File: config.mk
export PLATFORM = sky130hd
export DESIGN_NAME = sprite_bank_mapper_flat
export DESIGN_NICKNAME = d
export VERILOG_FILES = /design/src/rtl/sprite_bank_pkg.sv /design/src/rtl/ssbus_if.sv /design/src/rtl/sprite_bank_lookup.sv /design/src/rtl/sprite_bank_mapper.sv /design/src/flat_wrapper.sv
export SDC_FILE = /design/constraint.sdc
export NUM_CORES = 1
export LEC_CHECK = 0
export CAP_MARGIN = 10
export CELL_PAD_IN_SITES_DETAIL_PLACEMENT = 1
export CELL_PAD_IN_SITES_GLOBAL_PLACEMENT = 1
export CORE_MARGIN = 4
export CORE_UTILIZATION = 35
export DETAILED_ROUTE_END_ITERATION = 8
export PLACE_DENSITY_LB_ADDON = 0.15
export SYNTH_ARGS = -nofsm -noshare
export SYNTH_HDL_FRONTEND = slang
export SYNTH_SLANG_ARGS = --single-unit
File: constraint.sdc
create_clock -name i_clk -period 5.5 [get_ports i_clk]
set_clock_uncertainty 0.05 [all_clocks]
set_input_delay 1.65 -clock i_clk [delete_from_list [all_inputs] [get_ports i_clk]]
set_output_delay 1.65 -clock i_clk [all_outputs]
set_load 0.005 [all_outputs]
File: src/rtl/sprite_bank_pkg.sv
// rtl/sprite_bank_pkg.sv - shared constants and helpers for the sprite bank mapper
//
// Purpose: bank-select width helper, CPU register address offsets and the
// save-state register layout shared by the top and the lookup channels.
package sprite_bank_pkg;

  // Number of code MSBs that select a bank register.
  function automatic int sel_width(input int num_banks);
    return $clog2(num_banks);
  endfunction

  // The control register sits directly above the bank registers.
  localparam int CTRL_ADDR_OFS = 0;

  // Save-state layout: active banks, then pending banks, then shadow_en.
  localparam int SS_ACTIVE_OFS = 0;

  function automatic int ss_pending_base(input int num_banks);
    return num_banks;
  endfunction

  function automatic int ss_shadow_addr(input int num_banks);
    return 2 * num_banks;
  endfunction

  function automatic int ss_reg_count(input int num_banks);
    return 2 * num_banks + 1;
  endfunction

endpackage

File: src/rtl/ssbus_if.sv
// rtl/ssbus_if.sv - save-state bus connecting a state manager to a block
//
// Purpose: the master selects a block by index and reads or writes one
// 64-bit register per access; the slave acknowledges combinationally and
// advertises its index, register count and layout version.
interface ssbus_if;
  logic [7:0]  sel_idx;
  logic [23:0] addr;
  logic [63:0] wdata;
  logic        wr;
  logic        rd;
  logic        ack;
  logic [63:0] rdata;
  logic [7:0]  setup_idx;
  logic [23:0] setup_count;
  logic [7:0]  setup_version;

  modport slave (
    input  sel_idx, addr, wdata, wr, rd,
    output ack, rdata, setup_idx, setup_count, setup_version
  );

  modport master (
    output sel_idx, addr, wdata, wr, rd,
    input  ack, rdata, setup_idx, setup_count, setup_version
  );
endinterface

File: src/rtl/sprite_bank_lookup.sv
// rtl/sprite_bank_lookup.sv - one registered sprite code lookup channel
//
// Purpose: splits a short code into bank select and low bits, replaces the
// select with the addressed active bank register, registers the result.
// Ports:
//   i_clk, i_reset : clock, synchronous active-high reset
//   i_req, i_code  : lookup request and original short code
//   i_active       : all active bank registers, bank k at [k*BANK_W +: BANK_W]
//   o_code, o_valid: mapped code and its valid flag, one cycle after i_req
module sprite_bank_lookup
  import sprite_bank_pkg::*;
#(
  parameter int NUM_BANKS  = 8,
  parameter int CODE_IN_W  = 14,
  parameter int BANK_W     = 8,
  parameter int CODE_OUT_W = 20
)(
  input  logic                        i_clk,
  input  logic                        i_reset,
  input  logic                        i_req,
  input  logic [CODE_IN_W-1:0]        i_code,
  input  logic [NUM_BANKS*BANK_W-1:0] i_active,
  output logic [CODE_OUT_W-1:0]       o_code,
  output logic                        o_valid
);

  localparam int SEL_W = sel_width(NUM_BANKS);
  localparam int LOW_W = CODE_IN_W - SEL_W;

  logic [SEL_W-1:0]      w_sel;
  logic [LOW_W-1:0]      w_low;
  logic [BANK_W-1:0]     w_bank;
  logic [CODE_OUT_W-1:0] w_mapped;

  assign w_sel  = i_code[CODE_IN_W-1 -: SEL_W];
  assign w_low  = i_code[LOW_W-1:0];
  assign w_bank = i_active[w_sel*BANK_W +: BANK_W];
  // Size cast zero-extends or drops MSBs to fit the ROM code width.
  assign w_mapped = CODE_OUT_W'({w_bank, w_low});

  always_ff @(posedge i_clk) begin
    if (i_reset) begin
      o_code  <= '0;
      o_valid <= 1'b0;
    end else begin
      o_valid <= i_req;
      if (i_req) o_code <= w_mapped;
    end
  end

endmodule

File: src/rtl/sprite_bank_mapper.sv
// rtl/sprite_bank_mapper.sv - banked sprite code mapper with shadow registers
//
// Purpose: CPU-programmed bank registers widen sprite codes for NUM_CH
// lookup channels; optional shadow registers commit on the frame latch.
// Ports:
//   i_clk, i_reset                 : clock, synchronous active-high reset
//   i_cpu_din/i_cs/i_cpu_addr/
//   i_cpu_rw/i_cpu_ds_n            : CPU write port (no read path)
//   i_latch                        : frame commit strobe
//   i_code_req, i_code_in          : per-channel lookup requests
//   o_code_out, o_code_valid       : per-channel mapped codes and valid
//   ssbus                          : save-state access to all registers
module sprite_bank_mapper
  import sprite_bank_pkg::*;
#(
  parameter int NUM_BANKS  = 8,
  parameter int CODE_IN_W  = 14,
  parameter int BANK_W     = 8,
  parameter int CODE_OUT_W = 20,
  parameter int NUM_CH     = 2,
  parameter int SS_IDX     = -1
)(
  input  logic                           i_clk,
  input  logic                           i_reset,
  input  logic [7:0]                     i_cpu_din,
  input  logic                           i_cs,
  input  logic [sel_width(NUM_BANKS):0]  i_cpu_addr,
  input  logic                           i_cpu_rw,
  input  logic                           i_cpu_ds_n,
  input  logic                           i_latch,
  input  logic [NUM_CH-1:0]              i_code_req,
  input  logic [NUM_CH*CODE_IN_W-1:0]    i_code_in,
  output logic [NUM_CH*CODE_OUT_W-1:0]   o_code_out,
  output logic [NUM_CH-1:0]              o_code_valid,
  ssbus_if.slave                         ssbus
);

  localparam int SEL_W     = sel_width(NUM_BANKS);
  localparam int ADDR_W    = SEL_W + 1;
  localparam int CTRL_ADDR = NUM_BANKS + CTRL_ADDR_OFS;
  localparam int SS_PEND   = ss_pending_base(NUM_BANKS);
  localparam int SS_SHADOW = ss_shadow_addr(NUM_BANKS);

  logic [BANK_W-1:0]           r_active  [NUM_BANKS];
  logic [BANK_W-1:0]           r_pending [NUM_BANKS];
  logic                        r_shadow_en;

  logic                        w_cpu_we;
  logic                        w_ss_we;
  logic                        w_ss_re;
  logic [BANK_W-1:0]           w_cpu_data;
  logic [BANK_W-1:0]           w_ss_data;
  logic [BANK_W-1:0]           w_ss_value;
  logic [NUM_BANKS*BANK_W-1:0] w_active_flat;

  assign w_cpu_we   = i_cs & ~i_cpu_rw & ~i_cpu_ds_n;
  assign w_cpu_data = i_cpu_din[BANK_W-1:0];
  assign w_ss_we    = (ssbus.sel_idx == SS_IDX[7:0]) & ssbus.wr;
  assign w_ss_re    = (ssbus.sel_idx == SS_IDX[7:0]) & ssbus.rd;
  assign w_ss_data  = ssbus.wdata[BANK_W-1:0];

  // Save-state writes take priority over CPU writes and the frame latch.
  // The latch copies pending as it was before any same-cycle CPU write.
  always_ff @(posedge i_clk) begin
    if (i_reset) begin
      for (int k = 0; k < NUM_BANKS; k++) begin
        r_active[k]  <= '0;
        r_pending[k] <= '0;
      end
      r_shadow_en <= 1'b0;
    end else begin
      for (int k = 0; k < NUM_BANKS; k++) begin
        if (w_ss_we && ssbus.addr == 24'(SS_ACTIVE_OFS + k))
          r_active[k] <= w_ss_data;
        else if (w_cpu_we && i_cpu_addr == ADDR_W'(k) && !r_shadow_en)
          r_active[k] <= w_cpu_data;
        else if (i_latch && r_shadow_en)
          r_active[k] <= r_pending[k];

        if (w_ss_we && ssbus.addr == 24'(SS_PEND + k))
          r_pending[k] <= w_ss_data;
        else if (w_cpu_we && i_cpu_addr == ADDR_W'(k))
          r_pending[k] <= w_cpu_data;
      end
      if (w_ss_we && ssbus.addr == 24'(SS_SHADOW))
        r_shadow_en <= ssbus.wdata[0];
      else if (w_cpu_we && i_cpu_addr == ADDR_W'(CTRL_ADDR))
        r_shadow_en <= i_cpu_din[0];
    end
  end

  always_comb begin
    w_ss_value = '0;
    for (int k = 0; k < NUM_BANKS; k++) begin
      if (ssbus.addr == 24'(SS_ACTIVE_OFS + k)) w_ss_value = r_active[k];
      if (ssbus.addr == 24'(SS_PEND + k))       w_ss_value = r_pending[k];
    end
    if (ssbus.addr == 24'(SS_SHADOW)) w_ss_value = BANK_W'(r_shadow_en);
  end

  assign ssbus.ack           = w_ss_we | w_ss_re;
  assign ssbus.rdata         = w_ss_re ? 64'(w_ss_value) : 64'd0;
  assign ssbus.setup_idx     = SS_IDX[7:0];
  assign ssbus.setup_count   = 24'(ss_reg_count(NUM_BANKS));
  assign ssbus.setup_version = 8'd0;

  always_comb begin
    w_active_flat = '0;
    for (int k = 0; k < NUM_BANKS; k++)
      w_active_flat[k*BANK_W +: BANK_W] = r_active[k];
  end

  for (genvar c = 0; c < NUM_CH; c++) begin : g_ch
    sprite_bank_lookup #(
      .NUM_BANKS  (NUM_BANKS),
      .CODE_IN_W  (CODE_IN_W),
      .BANK_W     (BANK_W),
      .CODE_OUT_W (CODE_OUT_W)
    ) u_lookup (
      .i_clk    (i_clk),
      .i_reset  (i_reset),
      .i_req    (i_code_req[c]),
      .i_code   (i_code_in[c*CODE_IN_W +: CODE_IN_W]),
      .i_active (w_active_flat),
      .o_code   (o_code_out[c*CODE_OUT_W +: CODE_OUT_W]),
      .o_valid  (o_code_valid[c])
    );
  end

endmodule

File: src/flat_wrapper.sv
// flat-port wrapper written by rule: the top's interface ports become plain ports
module sprite_bank_mapper_flat import sprite_bank_pkg::*;
#(
  parameter int NUM_BANKS  = 8,
  parameter int CODE_IN_W  = 14,
  parameter int BANK_W     = 8,
  parameter int CODE_OUT_W = 20,
  parameter int NUM_CH     = 2,
  parameter int SS_IDX     = -1
)
  (i_clk, i_reset, i_cpu_din, i_cs, i_cpu_addr, i_cpu_rw, i_cpu_ds_n, i_latch, i_code_req, i_code_in, o_code_out, o_code_valid, ssbus_sel_idx, ssbus_addr, ssbus_wdata, ssbus_wr, ssbus_rd, ssbus_ack, ssbus_rdata, ssbus_setup_idx, ssbus_setup_count, ssbus_setup_version);
  ssbus_if ssbus_i ();
  input  logic i_clk;
  input  logic i_reset;
  input  logic [7:0] i_cpu_din;
  input  logic i_cs;
  input  logic [sel_width(NUM_BANKS):0] i_cpu_addr;
  input  logic i_cpu_rw;
  input  logic i_cpu_ds_n;
  input  logic i_latch;
  input  logic [NUM_CH-1:0] i_code_req;
  input  logic [NUM_CH*CODE_IN_W-1:0] i_code_in;
  output logic [NUM_CH*CODE_OUT_W-1:0] o_code_out;
  output logic [NUM_CH-1:0] o_code_valid;
  input wire logic [$bits(ssbus_i.sel_idx)-1:0] ssbus_sel_idx;
  input wire logic [$bits(ssbus_i.addr)-1:0] ssbus_addr;
  input wire logic [$bits(ssbus_i.wdata)-1:0] ssbus_wdata;
  input wire logic [$bits(ssbus_i.wr)-1:0] ssbus_wr;
  input wire logic [$bits(ssbus_i.rd)-1:0] ssbus_rd;
  output wire logic [$bits(ssbus_i.ack)-1:0] ssbus_ack;
  output wire logic [$bits(ssbus_i.rdata)-1:0] ssbus_rdata;
  output wire logic [$bits(ssbus_i.setup_idx)-1:0] ssbus_setup_idx;
  output wire logic [$bits(ssbus_i.setup_count)-1:0] ssbus_setup_count;
  output wire logic [$bits(ssbus_i.setup_version)-1:0] ssbus_setup_version;
  assign ssbus_i.sel_idx = ssbus_sel_idx;
  assign ssbus_i.addr = ssbus_addr;
  assign ssbus_i.wdata = ssbus_wdata;
  assign ssbus_i.wr = ssbus_wr;
  assign ssbus_i.rd = ssbus_rd;
  assign ssbus_ack = ssbus_i.ack;
  assign ssbus_rdata = ssbus_i.rdata;
  assign ssbus_setup_idx = ssbus_i.setup_idx;
  assign ssbus_setup_count = ssbus_i.setup_count;
  assign ssbus_setup_version = ssbus_i.setup_version;
  sprite_bank_mapper #(.NUM_BANKS(NUM_BANKS), .CODE_IN_W(CODE_IN_W), .BANK_W(BANK_W), .CODE_OUT_W(CODE_OUT_W), .NUM_CH(NUM_CH), .SS_IDX(SS_IDX)) u_core (.i_clk(i_clk), .i_reset(i_reset), .i_cpu_din(i_cpu_din), .i_cs(i_cs), .i_cpu_addr(i_cpu_addr), .i_cpu_rw(i_cpu_rw), .i_cpu_ds_n(i_cpu_ds_n), .i_latch(i_latch), .i_code_req(i_code_req), .i_code_in(i_code_in), .o_code_out(o_code_out), .o_code_valid(o_code_valid), .ssbus(ssbus_i));
endmodule
==> key figures, run 1 <==
CTS
  • Clock buffer depth: 2
  • CTS tree: done
  • Clk Latency, worst-skew pair: 460 ps
  • H-tree depth: 4
  • CTS Sinks: 169
  • Num CTS Buffers: 17
  • Clk slew on worst S/H paths: 70 ps
  • Clock Tree Root: clkbuf_16

Logic synthesis
  • Sequential fraction of the synthesis area: 0.399
  • Cell Area, Synth: 11700 um2
  • Synthesis-stage register bit count: 169
  • Synth async-reset ratio: 0
  • Mapped Cells: 1151
  • Synth cell count leaders: nor2_1, edfxtp_1, buf_4
  • Post-synthesis cell type count: 77
  • Syn avg cell area: 10.2 um2
  • Most common cell in the netlist: nor2_1
  • Top-area cell type share of the netlist area: 0.328
  • EDFF count, synth: 128
  • Largest cells by area after synthesis: edfxtp_1, mux2i_1, dfxtp_1
  • Main synth FF type: edfxtp_1
  • Yosys top cell by area: edfxtp_1
  • Synth Warn #: 0

Timing
  • Worst slew pin tran: 1170 ps
  • Setup-failing EPs final: 0
  • Relative slew slack: 0.217
  • Achievable Freq: 0.183 GHz
  • RSZ-0062 raised after global routing: true
  • Max-slew violations: 0
  • Fin crit share: 0.994
  • Final Hold Violating Endpoints: 0
  • Min Tclk post-route: 5470 ps
  • Hold Slack: 442 ps

Layout
  • Filler Cells Inserted: 3647
  • Antenna Cells: 0
  • Share of cells above drive strength 1: 0.288
  • Final core occ: 0.462
  • Finished Layout Cells: 1822
  • Area Growth Syn to Fin: 29.3%
  • Post-Layout Inst Area: 15100 um2
  • Nets: 1513

Worst setup path
  • Crit path largest cell delay: 380 ps
  • Critical Path RT: 3800 ps
  • Worst setup path class: in -> out
  • R2R depth: 6
  • Worst R2R Start: u_core.r_shadow_en$_SDFFE_PP0P_
  • Worst Path Arrival: 3770 ps
  • Critical R2R Capture: u_core.r_active[0][0]$_SDFFCE_PN0P_
  • Critical path startpoint category: input port
  • CP Max Fanout: 9
  • Crit-path cells: buf_6, nor4_4, buf_4, nor3b_4, and2_4, buf_6, a22oi_2, o2111ai_2, a211oi_2, nor3_2, buf_2
  • Critical Path End Type: primary output
  • Cell mode on critical path: buf_6
  • Slowest-stage cell, CP: nor4_4
  • R2R Setup Slk: 2760 ps

Pwr
  • Lkg Pwr: 5.85 nW
  • Worst vdd ir: 0.232 mV
  • Pwr Total: 3.30 mW
  • P per Cell Area: 218 nW/um2

Die
  • Initial core utilization: 0.357
  • Die H: 191 um
  • Die span in x: 191 um
  • Die Area: 36400 um2
  • Core area: 32800 um2
  • I/O Pins: 293
  • FP Rows: 66

Global routing
  • First-pass GRT wire length: 71900 um
  • Largest net degree at the start of global routing: 58
  • Gr usage total: 0.271
  • Initial antenna violation count: 0
  • Vias in the first global route: 10201
  • GR Overflow Total: 0

Worst hold path
  • Hold_sp: u_core.g_ch[0].u_lookup.o_code[15]$_SDFFE_PP0P_
  • Hold Path Sink: u_core.g_ch[0].u_lookup.o_code[15]$_SDFFE_PP0P_
  • Hold Path Depth: 2
  • HP Class: reg -> reg

Detailed routing
  • Detailed-route via count: 10493
  • Drt pass-1 iters: 6
  • Final antenna-violating net count: 0
  • DRC: 0
  • WL final: 50000 um
  • Routed wire per std cell: 27.5 um
  • DR vias/cell: 5.76
  • Iteration-0 DRC Markers: 1072

Placement
  • Placed cells: 1768
  • DP Wirelength: 37200 um
  • IO Port Bufs: 138
  • RD Place Congestion: 0.974
  • DP Area: 13800 um2

Flow run
  • MaxCap Viol Count: 0

Status
  • Outcome: finished clean
[worst max path at each step]
stage | slack (ps) | from | end
final | 30 | ssbus_addr[18] | ssbus_rdata[0]
after global routing | -50 | ssbus_addr[18] | ssbus_rdata[4]
after CTS | 3 | ssbus_addr[14] | ssbus_rdata[5]
after detailed placement | -1010 | ssbus_addr[4] | ssbus_rdata[4]
after global placement | -1020 | ssbus_addr[4] | ssbus_rdata[4]
after floorplan | 420 | ssbus_addr[18] | ssbus_rdata[6]
[what timing repair did]
action | 4_1_cts | 5_1_grt
gates resized for setup | 195 | 72
hold buffers | 0 | 0
endpoints found under the setup margin | 8 | 8
setup buffers | 22 | 8
pin swaps | 41 | 41
[critical path: cells and delay by family]
family | cells | cell delay (ps)
AOI/OAI and AO/OA | 3 | 430
buffers and inverters | 4 | 600
and+or+nand+nor | 4 | 1060
[metal layers]
layer  global-route usage  up-vias  wire [um]
met5                    0        -          0
met4               0.0779        0       1350
met3               0.0736       67       5110
met2                0.406      568      22300
met1                0.386     5271      21300
li1                     -     4587          -
[through the flow]
stage | setup TNS, ps | setup slack (ps)
global route | -90.0 | -45.8
global placement | -7000 | -1020
finish | 0 | 35.0
detailed placement | -6810 | -1010
CTS | 0 | 3.06
floorplan | 0 | 424
[where the power goes]
part | switching (mW) | internal, mW | total, mW
clock network | 0.576 | 0.693 | 1.27
registers | 0.0847 | 1.45 | 1.53
logic | 0.280 | 0.217 | 0.497
total | 0.941 | 2.36 | 3.30
[state kept, by name, summed over array words and instances (netlist names)]
signal,flops
u_core.g_ch.u_lookup.o_valid,2
u_core.r_active,64
u_core.g_ch.u_lookup.o_code,38
u_core.r_shadow_en,1
u_core.r_pending,64
[area by class of cell]
type | count | area, um2 | share of cell area
inverters | 9 | 33.8 | 0.00223
clock inverters | 11 | 123 | 0.00810
repair buffers | 288 | 2540 | 0.168
multi-input cells | 882 | 6740 | 0.445
well taps | 442 | 553 | 0.0365
flip-flops and latches | 169 | 4660 | 0.308
clock buffers | 21 | 483 | 0.0319
[logic make-up (layout without fill, tap and decap cells)]
family,after synthesis,in the layout,synth area share
compound gates,249,249,0.162
buf+inv,196,329,0.101
flops,169,169,0.399
mux,154,154,0.169
other cells,2,98,0.000642
simple gates,381,381,0.168
[layout by cell type, fill, tap and decap left out, types with 41 or more instances in the layout]
| master | Yosys | routed |
|---|---|---|
| edfxtp_1 | 128 | 128 |
| buf_4 | 109 | 124 |
| mux2i_1 | 103 | 101 |
| nand2_1 | 84 | 76 |
| a211oi_1 | 49 | 48 |
| nor2_1 | 144 | 138 |
| clkdlybuf4s50_1 | 0 | 105 |
| a21oi_1 | 58 | 51 |
| dfxtp_1 | 41 | 41 |
| conb_1 | 2 | 98 |
Note: power is estimated with default switching activity, not from simulation.
==> run 2, diff against run 1 <==
- PLACE_DENSITY: not set -> 0.78
- PLACE_DENSITY_LB_ADDON: 0.15 -> not set
==> run 2 against run 1 <==
Compared with the run above:
- the flow now finishes with violations (negative setup slack)
- wire length shrank 0.85%
- clock power shrank 8%
- via count rose by 4.5%
- worst hold slack worse by 4.4 ps
- cell count down 0.38%
- core utilization down 0.21 points
- sequential share of layout area up 0.14 points
- register-to-register slack lost 130 ps
- sequential power is essentially flat
- largest cell class unchanged
- highest routed layer unchanged
==> key figures, run 2 (synthesis results as in run 1) <==
Status
  • Outcome: finished with violations
  • Failing checks: negative setup slack

Worst setup path
  • Critical Path RT: 3800 ps (about the same)
  • Worst Path Arrival: 3870 ps (+100 ps)
  • Cell family with most CP delay: buffers and inverters
  • Critical path startpoint category: input port
  • CP Max Fanout: 5 (-4)
  • Cell mode on critical path: buf_4
  • Slowest-stage cell, CP: or4b_4
  • R2R Setup Slk: 2630 ps (-130 ps)
  • Crit-path cells: dlygate4sd2_1, buf_12, buf_4, buf_4, nand2_2, nor4_2, buf_4, a32o_2, or4b_4, a211oi_4, nor3_2, buf_2
  • R2R depth: 5 (-1)
  • Crit path largest cell delay: 520 ps (+140 ps)
  • Critical Path End Type: primary output
  • Worst setup path class: in -> out
  • Worst Path Buf+Inv: 6 (+2)
  • Number of stages on the worst setup path: 12 (+1)

Pwr
  • Combinational power share: 0.155 (+0.004)
  • Sw Share: 0.294 (+0.00836)
  • Internal: 2.26 mW (-4.2%)
  • Pwr Total: 3.20 mW (-3.1%)
  • Clock power share: 0.365 (-0.020)
  • Worst vdd ir: 0.195 mV (-16%)
  • Sequential power share: 0.479 (+0.015)
  • Lkg Pwr: 5.84 nW (-0.17%)
  • P per Cell Area: 212 nW/um2 (-2.6%)
  • Psw: 0.939 mW (-0.21%)

Global routing
  • Initial antenna violation count: 1 (+1)
  • GR Overflow Total: 0 (unchanged)
  • Vias in the first global route: 10772 (+5.6%)
  • Gr usage total: 0.263 (-0.00862)
  • Largest net degree at the start of global routing: 59 (+1.7%)
  • First-pass GRT wire length: 71600 um (-0.34%)

Timing
  • RSZ-0062 raised after global routing: true
  • Min Tclk post-route: 5570 ps (+107 ps)
  • Worst slew pin tran: 1190 ps (+14.6 ps)
  • Fin crit share: 1.01 (+0.0195)
  • Final setup TNS: -206 ps (-206 ps)
  • Setup-failing EPs final: 5 (+5)
  • Relative slew slack: 0.202 (-0.0146)
  • Final Hold Violating Endpoints: 0 (unchanged)
  • Final worst slack: -72.2 ps (-107 ps)
  • Achievable Freq: 0.179 GHz (-1.9%)
  • Max-slew violations: 0 (unchanged)

Worst hold path
  • Hold Path Depth: 2 (unchanged)
  • HP Class: reg -> reg

Die
  • Core area: 32800 um2 (unchanged)
  • FP Rows: 66 (unchanged)
  • Initial core utilization: 0.357 (unchanged)
  • I/O Pins: 293 (unchanged)
  • Die span in x: 191 um (unchanged)
  • Die H: 191 um (unchanged)
  • Die Area: 36400 um2 (unchanged)

Detailed routing
  • Detailed-route via count: 10964 (+4.5%)
  • WL final: 49600 um (-0.85%)
  • Routed wire per std cell: 27.3 um (-0.47%)
  • Routed length on met3: 5710 um (+12%)
  • Drt pass-1 iters: 5 (-1)
  • Max layer used: met4
  • Routed wl met2: 22200 um (-0.23%)
  • Post-Route M1 WL: 19000 um (-11%)
  • DR vias/cell: 6.04 (+4.9%)
  • DRC: 0 (unchanged)
  • Final antenna-violating net count: 0 (unchanged)
  • Iteration-0 DRC Markers: 1632 (+52%)

CTS
  • CTS tree: done
  • CTS Sinks: 169 (unchanged)
  • Clock buffer depth: 2 (unchanged)
  • Clk Latency, worst-skew pair: 450 ps (about the same)
  • Num CTS Buffers: 17 (unchanged)
  • Clock Tree Root: clkbuf_16
  • Clk slew on worst S/H paths: 70 ps (about the same)
  • Hold buffers post-CTS: 0 (unchanged)
  • H-tree depth: 4 (unchanged)

Placement
  • Placed cells: 1751 (-0.96%)
  • RD Place Congestion: 0.999 (+2.6%)
  • IO Port Bufs: 138 (unchanged)
  • DP Area: 13700 um2 (-0.74%)
  • DP Wirelength: 35500 um (-4.3%)
  • Pre-CTS setup slack: -1010 ps (+3.00 ps)

Layout
  • Antenna Cells: 0 (unchanged)
  • Share of cells above drive strength 1: 0.279 (-0.00873)
  • Most common cell after layout, fill and taps aside: nor2_1
  • Nets: 1506 (-0.46%)
  • Area Growth Syn to Fin: 28.7%
  • Most frequent cells in the layout: nor2_1, edfxtp_1, buf_4
  • Regs by FF count: u_core.r_active x64, u_core.r_pending x64, u_core.g_ch.u_lookup.o_code x38
  • Register area: 4660 um2 (unchanged)
  • Finished Layout Cells: 1815 (-0.38%)
  • Area of the multi-input gates: 6700 um2 (-0.46%)
  • Post-Layout Inst Area: 15100 um2 (-0.46%)
  • Filler Cells Inserted: 3601 (-1.3%)

Flow run
  • MaxCap Viol Count: 0 (unchanged)
run 2: changes by cell type in the layout (fill, tap and decap cells not counted), sizes merged, moves of 3 or more:
cell / previous run / this run
dlygate4sd2: 1 / 5
buf: 175 / 165
clkinv: 2 / 5
clkdlybuf4s15: 2 / 5
clkbuf: 26 / 20
run 2: layer usage:
metal,vias up,GRT usage
met5,-,0
met2,829,0.414
met4,0,0.117
met3,164,0.0584
li1,4566,-
met1,5405,0.347
run 2: layout make-up:
type | count | area share
clock buffer | 19 | 0.0287
clock inverter | 13 | 0.00739
inverter | 9 | 0.00257
multi-input combinational | 882 | 0.445
sequential | 169 | 0.310
tap | 442 | 0.0367
timing repair buffer | 281 | 0.170
run 2: worst reg2reg max path: cells and delay by family, from the launching register on:
family | cells | cell delay [ps]
compound gates | 2 | 630
buf+inv | 1 | 280
flops | 1 | 830
simple gates | 2 | 840
run 2: power by group through the flow:
| stage | logic [mW] | registers [mW] | clock network (mW) |
|---|---|---|---|
| finish | 0.496 | 1.53 | 1.17 |
| CTS | 0.477 | 1.52 | 1.18 |
| floorplan | 0.281 | 1.50 | 0 |
| global placement | 0.451 | 1.54 | 0 |
| global route | 0.523 | 1.53 | 1.24 |
| detailed placement | 0.463 | 1.55 | 0 |
run 2: worst paths after layout:
check	start	end
min reg2reg	u_core.g_ch[0].u_lookup.o_code[14]$_SDFFE_PP0P_	u_core.g_ch[0].u_lookup.o_code[14]$_SDFFE_PP0P_
max	ssbus_addr[3]	ssbus_rdata[0]
min	u_core.g_ch[0].u_lookup.o_code[14]$_SDFFE_PP0P_	u_core.g_ch[0].u_lookup.o_code[14]$_SDFFE_PP0P_
max reg2reg	u_core.r_shadow_en$_SDFFE_PP0P_	u_core.r_active[0][26]$_SDFFCE_PN0P_
run 2: what timing repair did:
action                                  CTS  global route
gates cloned                              0             0
endpoints found under the setup margin    8             8
buffers inserted                         27            13
pin swaps                                35            38
gates resized for setup                 189            56
run 2: per-stage QoR:
| step | util | hold WS, ps |
|---|---|---|
| detailed placement | 0.419 | 429 |
| floorplan | - | 428 |
| finish | 0.460 | 437 |
| CTS | 0.450 | 439 |
| global route | 0.460 | 465 |
| global placement | 0.419 | 423 |
==> run 3, diff against run 2 <==
- SLEW_MARGIN: not set -> 25
==> run 3 against run 2 <==
Compared with the run above:
- the flow still finishes with violations (negative setup slack)
- critical path type unchanged
- critical path depth did not move
- worst hold slack improved by 3.6 ps
- wire length is 1.7% lower
==> key figures, run 3 (synthesis results as in run 1) <==
Global routing
  • Initial antenna violation count: 0 (-1)
  • Gr usage total: 0.258 (-0.00437)
  • Vias in the first global route: 10617 (-1.4%)
  • First-pass GRT wire length: 70300 um (-1.8%)
  • GR Overflow Total: 0 (unchanged)
  • Largest net degree at the start of global routing: 59 (unchanged)

Worst setup path
  • Worst Path Arrival: 3810 ps (-60 ps)
  • Critical Path RT: 3800 ps (about the same)
  • Critical path startpoint category: input port
  • Worst Path Buf+Inv: 7 (+1)
  • Worst setup path class: in -> out
  • Cell mode on critical path: buf_6
  • Slowest-stage cell, CP: or4b_4
  • Cell family with most CP delay: buffers and inverters
  • Critical Path End Type: primary output
  • R2R Setup Slk: 2580 ps (-50 ps)
  • R2R depth: 5 (unchanged)
  • Crit path largest cell delay: 480 ps (-40 ps)
  • Crit-path cells: dlygate4sd2_1, buf_6, buf_6, inv_4, buf_6, nor4_4, buf_4, a32o_1, or4b_4, a211oi_2, nor3_2, buf_2
  • CP Max Fanout: 5 (unchanged)
  • Critical R2R Capture: u_core.r_active[0][31]$_SDFFCE_PN0P_
  • Worst R2R Start: u_core.r_shadow_en$_SDFFE_PP0P_

Die
  • Die span in x: 191 um (unchanged)
  • I/O Pins: 293 (unchanged)
  • FP Rows: 66 (unchanged)
  • Initial core utilization: 0.357 (unchanged)
  • Die H: 191 um (unchanged)
  • Core area: 32800 um2 (unchanged)
  • Die Area: 36400 um2 (unchanged)

Placement
  • DP Wirelength: 35400 um (-0.31%)
  • IO Port Bufs: 138 (unchanged)
  • RD Place Congestion: 0.999 (unchanged)
  • DP Area: 13700 um2 (about the same)

Detailed routing
  • Routed wire per std cell: 27.1 um (-0.96%)
  • Iteration-0 DRC Markers: 1251 (-23%)
  • Detailed-route via count: 10834 (-1.2%)
  • DRC: 0 (unchanged)
  • Drt pass-1 iters: 6 (+1)
  • Final antenna-violating net count: 0 (unchanged)
  • WL final: 48800 um (-1.7%)
  • DR vias/cell: 6.02 (-0.42%)

Pwr
  • Worst vdd ir: 0.199 mV (+2.4%)
  • Psw: 0.939 mW (about the same)
  • Combinational power share: 0.152 (-0.003)
  • P per Cell Area: 214 nW/um2 (+0.70%)
  • Lkg Pwr: 5.81 nW (-0.53%)
  • Clock power share: 0.368 (+0.003)
  • Internal: 2.25 mW (-0.34%)
  • Pwr Total: 3.19 mW (-0.21%)
  • Sequential power share: 0.480 (about the same)
  • Sw Share: 0.294 (+0.000878)

Timing
  • Max-slew violations: 0 (unchanged)
  • Relative slew slack: 0.259 (+0.0571)
  • Min Tclk post-route: 5510 ps (-65.4 ps)
  • Final Hold Violating Endpoints: 0 (unchanged)
  • Worst slew pin tran: 1110 ps (-78.1 ps)
  • Fin crit share: 1.00 (-0.0119)
  • Setup-failing EPs final: 1 (-4)
  • Hold Slack: 441 ps (+3.62 ps)
  • Achievable Freq: 0.182 GHz (+1.2%)
  • Final worst slack: -6.77 ps (+65.4 ps)
  • RSZ-0062 raised after global routing: true

Layout
  • Share of cells above drive strength 1: 0.273 (-0.00596)
  • Antenna Cells: 0 (unchanged)
  • Area Growth Syn to Fin: 27.6%
  • Nets: 1492 (-0.93%)
  • Regs by FF count: u_core.r_active x64, u_core.r_pending x64, u_core.g_ch.u_lookup.o_code x38
  • Post-Layout Inst Area: 14900 um2 (-0.90%)
  • Final core occ: 0.455 (-0.00416)
  • Most frequent cells in the layout: nor2_1, edfxtp_1, clkdlybuf4s50_1
  • Filler Cells Inserted: 3615 (+0.39%)
  • Most common cell after layout, fill and taps aside: nor2_1

CTS
  • Num CTS Buffers: 17 (unchanged)
  • H-tree depth: 4 (unchanged)
  • CTS Sinks: 169 (unchanged)
  • Clock Tree Root: clkbuf_16
  • Clock buffer depth: 2 (unchanged)
  • CTS tree: done
  • Clk Latency, worst-skew pair: 460 ps (about the same)
  • Clk slew on worst S/H paths: 70 ps (about the same)

Flow run
  • MaxCap Viol Count: 0 (unchanged)

Worst hold path
  • Hold_sp: u_core.g_ch[1].u_lookup.o_code[12]$_SDFFE_PP0P_
  • Hold Path Sink: u_core.g_ch[1].u_lookup.o_code[12]$_SDFFE_PP0P_
  • Hold Path Depth: 2 (unchanged)
  • HP Class: reg -> reg

Status
  • Failing checks: negative setup slack
  • Outcome: finished with violations
-- run 3: area by class of cell --
class / count / area [um2] / area share
clock buffers: 19 / 433 / 0.0290
clock inverters: 13 / 111 / 0.00746
inverters: 9 / 36.3 / 0.00243
multi-input cells: 882 / 6690 / 0.448
flip-flops and latches: 169 / 4660 / 0.312
well taps: 442 / 553 / 0.0370
repair buffers: 267 / 2440 / 0.163
-- run 3: per-stage QoR --
stage | setup WS (ps) | instances | setup TNS (ps)
final | -6.77 | 1801 | -6.77
after global routing | -47.7 | 1801 | -196
after CTS | 1.17 | 1793 | 0
after detailed placement | -992 | 1751 | -7260
after global placement | -1010 | 1751 | -7350
after floorplan | 424 | 1247 | 0
-- run 3: worst max-delay path by stage --
stage                         from             end  slack (ps)  cells after the start
finish               ssbus_addr[0]  ssbus_rdata[0]          -7                     12
global route         ssbus_addr[8]  ssbus_rdata[7]         -50                     13
CTS                 ssbus_addr[13]  ssbus_rdata[4]           1                     10
detailed placement  ssbus_addr[18]  ssbus_rdata[0]        -990                     13
global placement    ssbus_addr[18]  ssbus_rdata[0]       -1010                     14
floorplan           ssbus_addr[18]  ssbus_rdata[6]         420                      8
-- run 3: tightest hold or removal path, cell delays in order, from the launching register on --
cell and delay [ps]:
dfxtp_1 310, nor2_1 80, a211oi_1 50
-- run 3: routing by layer --
layer | wire [um] | vias up | GRT usage
met5 | 0 | - | 0
met2 | 22300 | 732 | 0.405
li1 | - | 4538 | -
met3 | 5080 | 150 | 0.0597
met1 | 19200 | 5414 | 0.346
met4 | 2250 | 0 | 0.104
-- run 3: power groups by stage --
stage	Clock, mW	Combinational (mW)	Sequential [mW]
2_1_floorplan	0	0.281	1.50
6_report	1.17	0.486	1.53
4_1_cts	1.18	0.472	1.52
3_5_place_dp	0	0.462	1.55
5_1_grt	1.23	0.512	1.53
3_3_place_gp	0	0.451	1.54
-- run 3: timing repair --
action	4_1_cts	5_1_grt
pin swaps	41	37
setup endpoints to repair	8	8
resized for setup	189	62
setup buffers	16	8
hold buffers	0	0
cloned	0	0
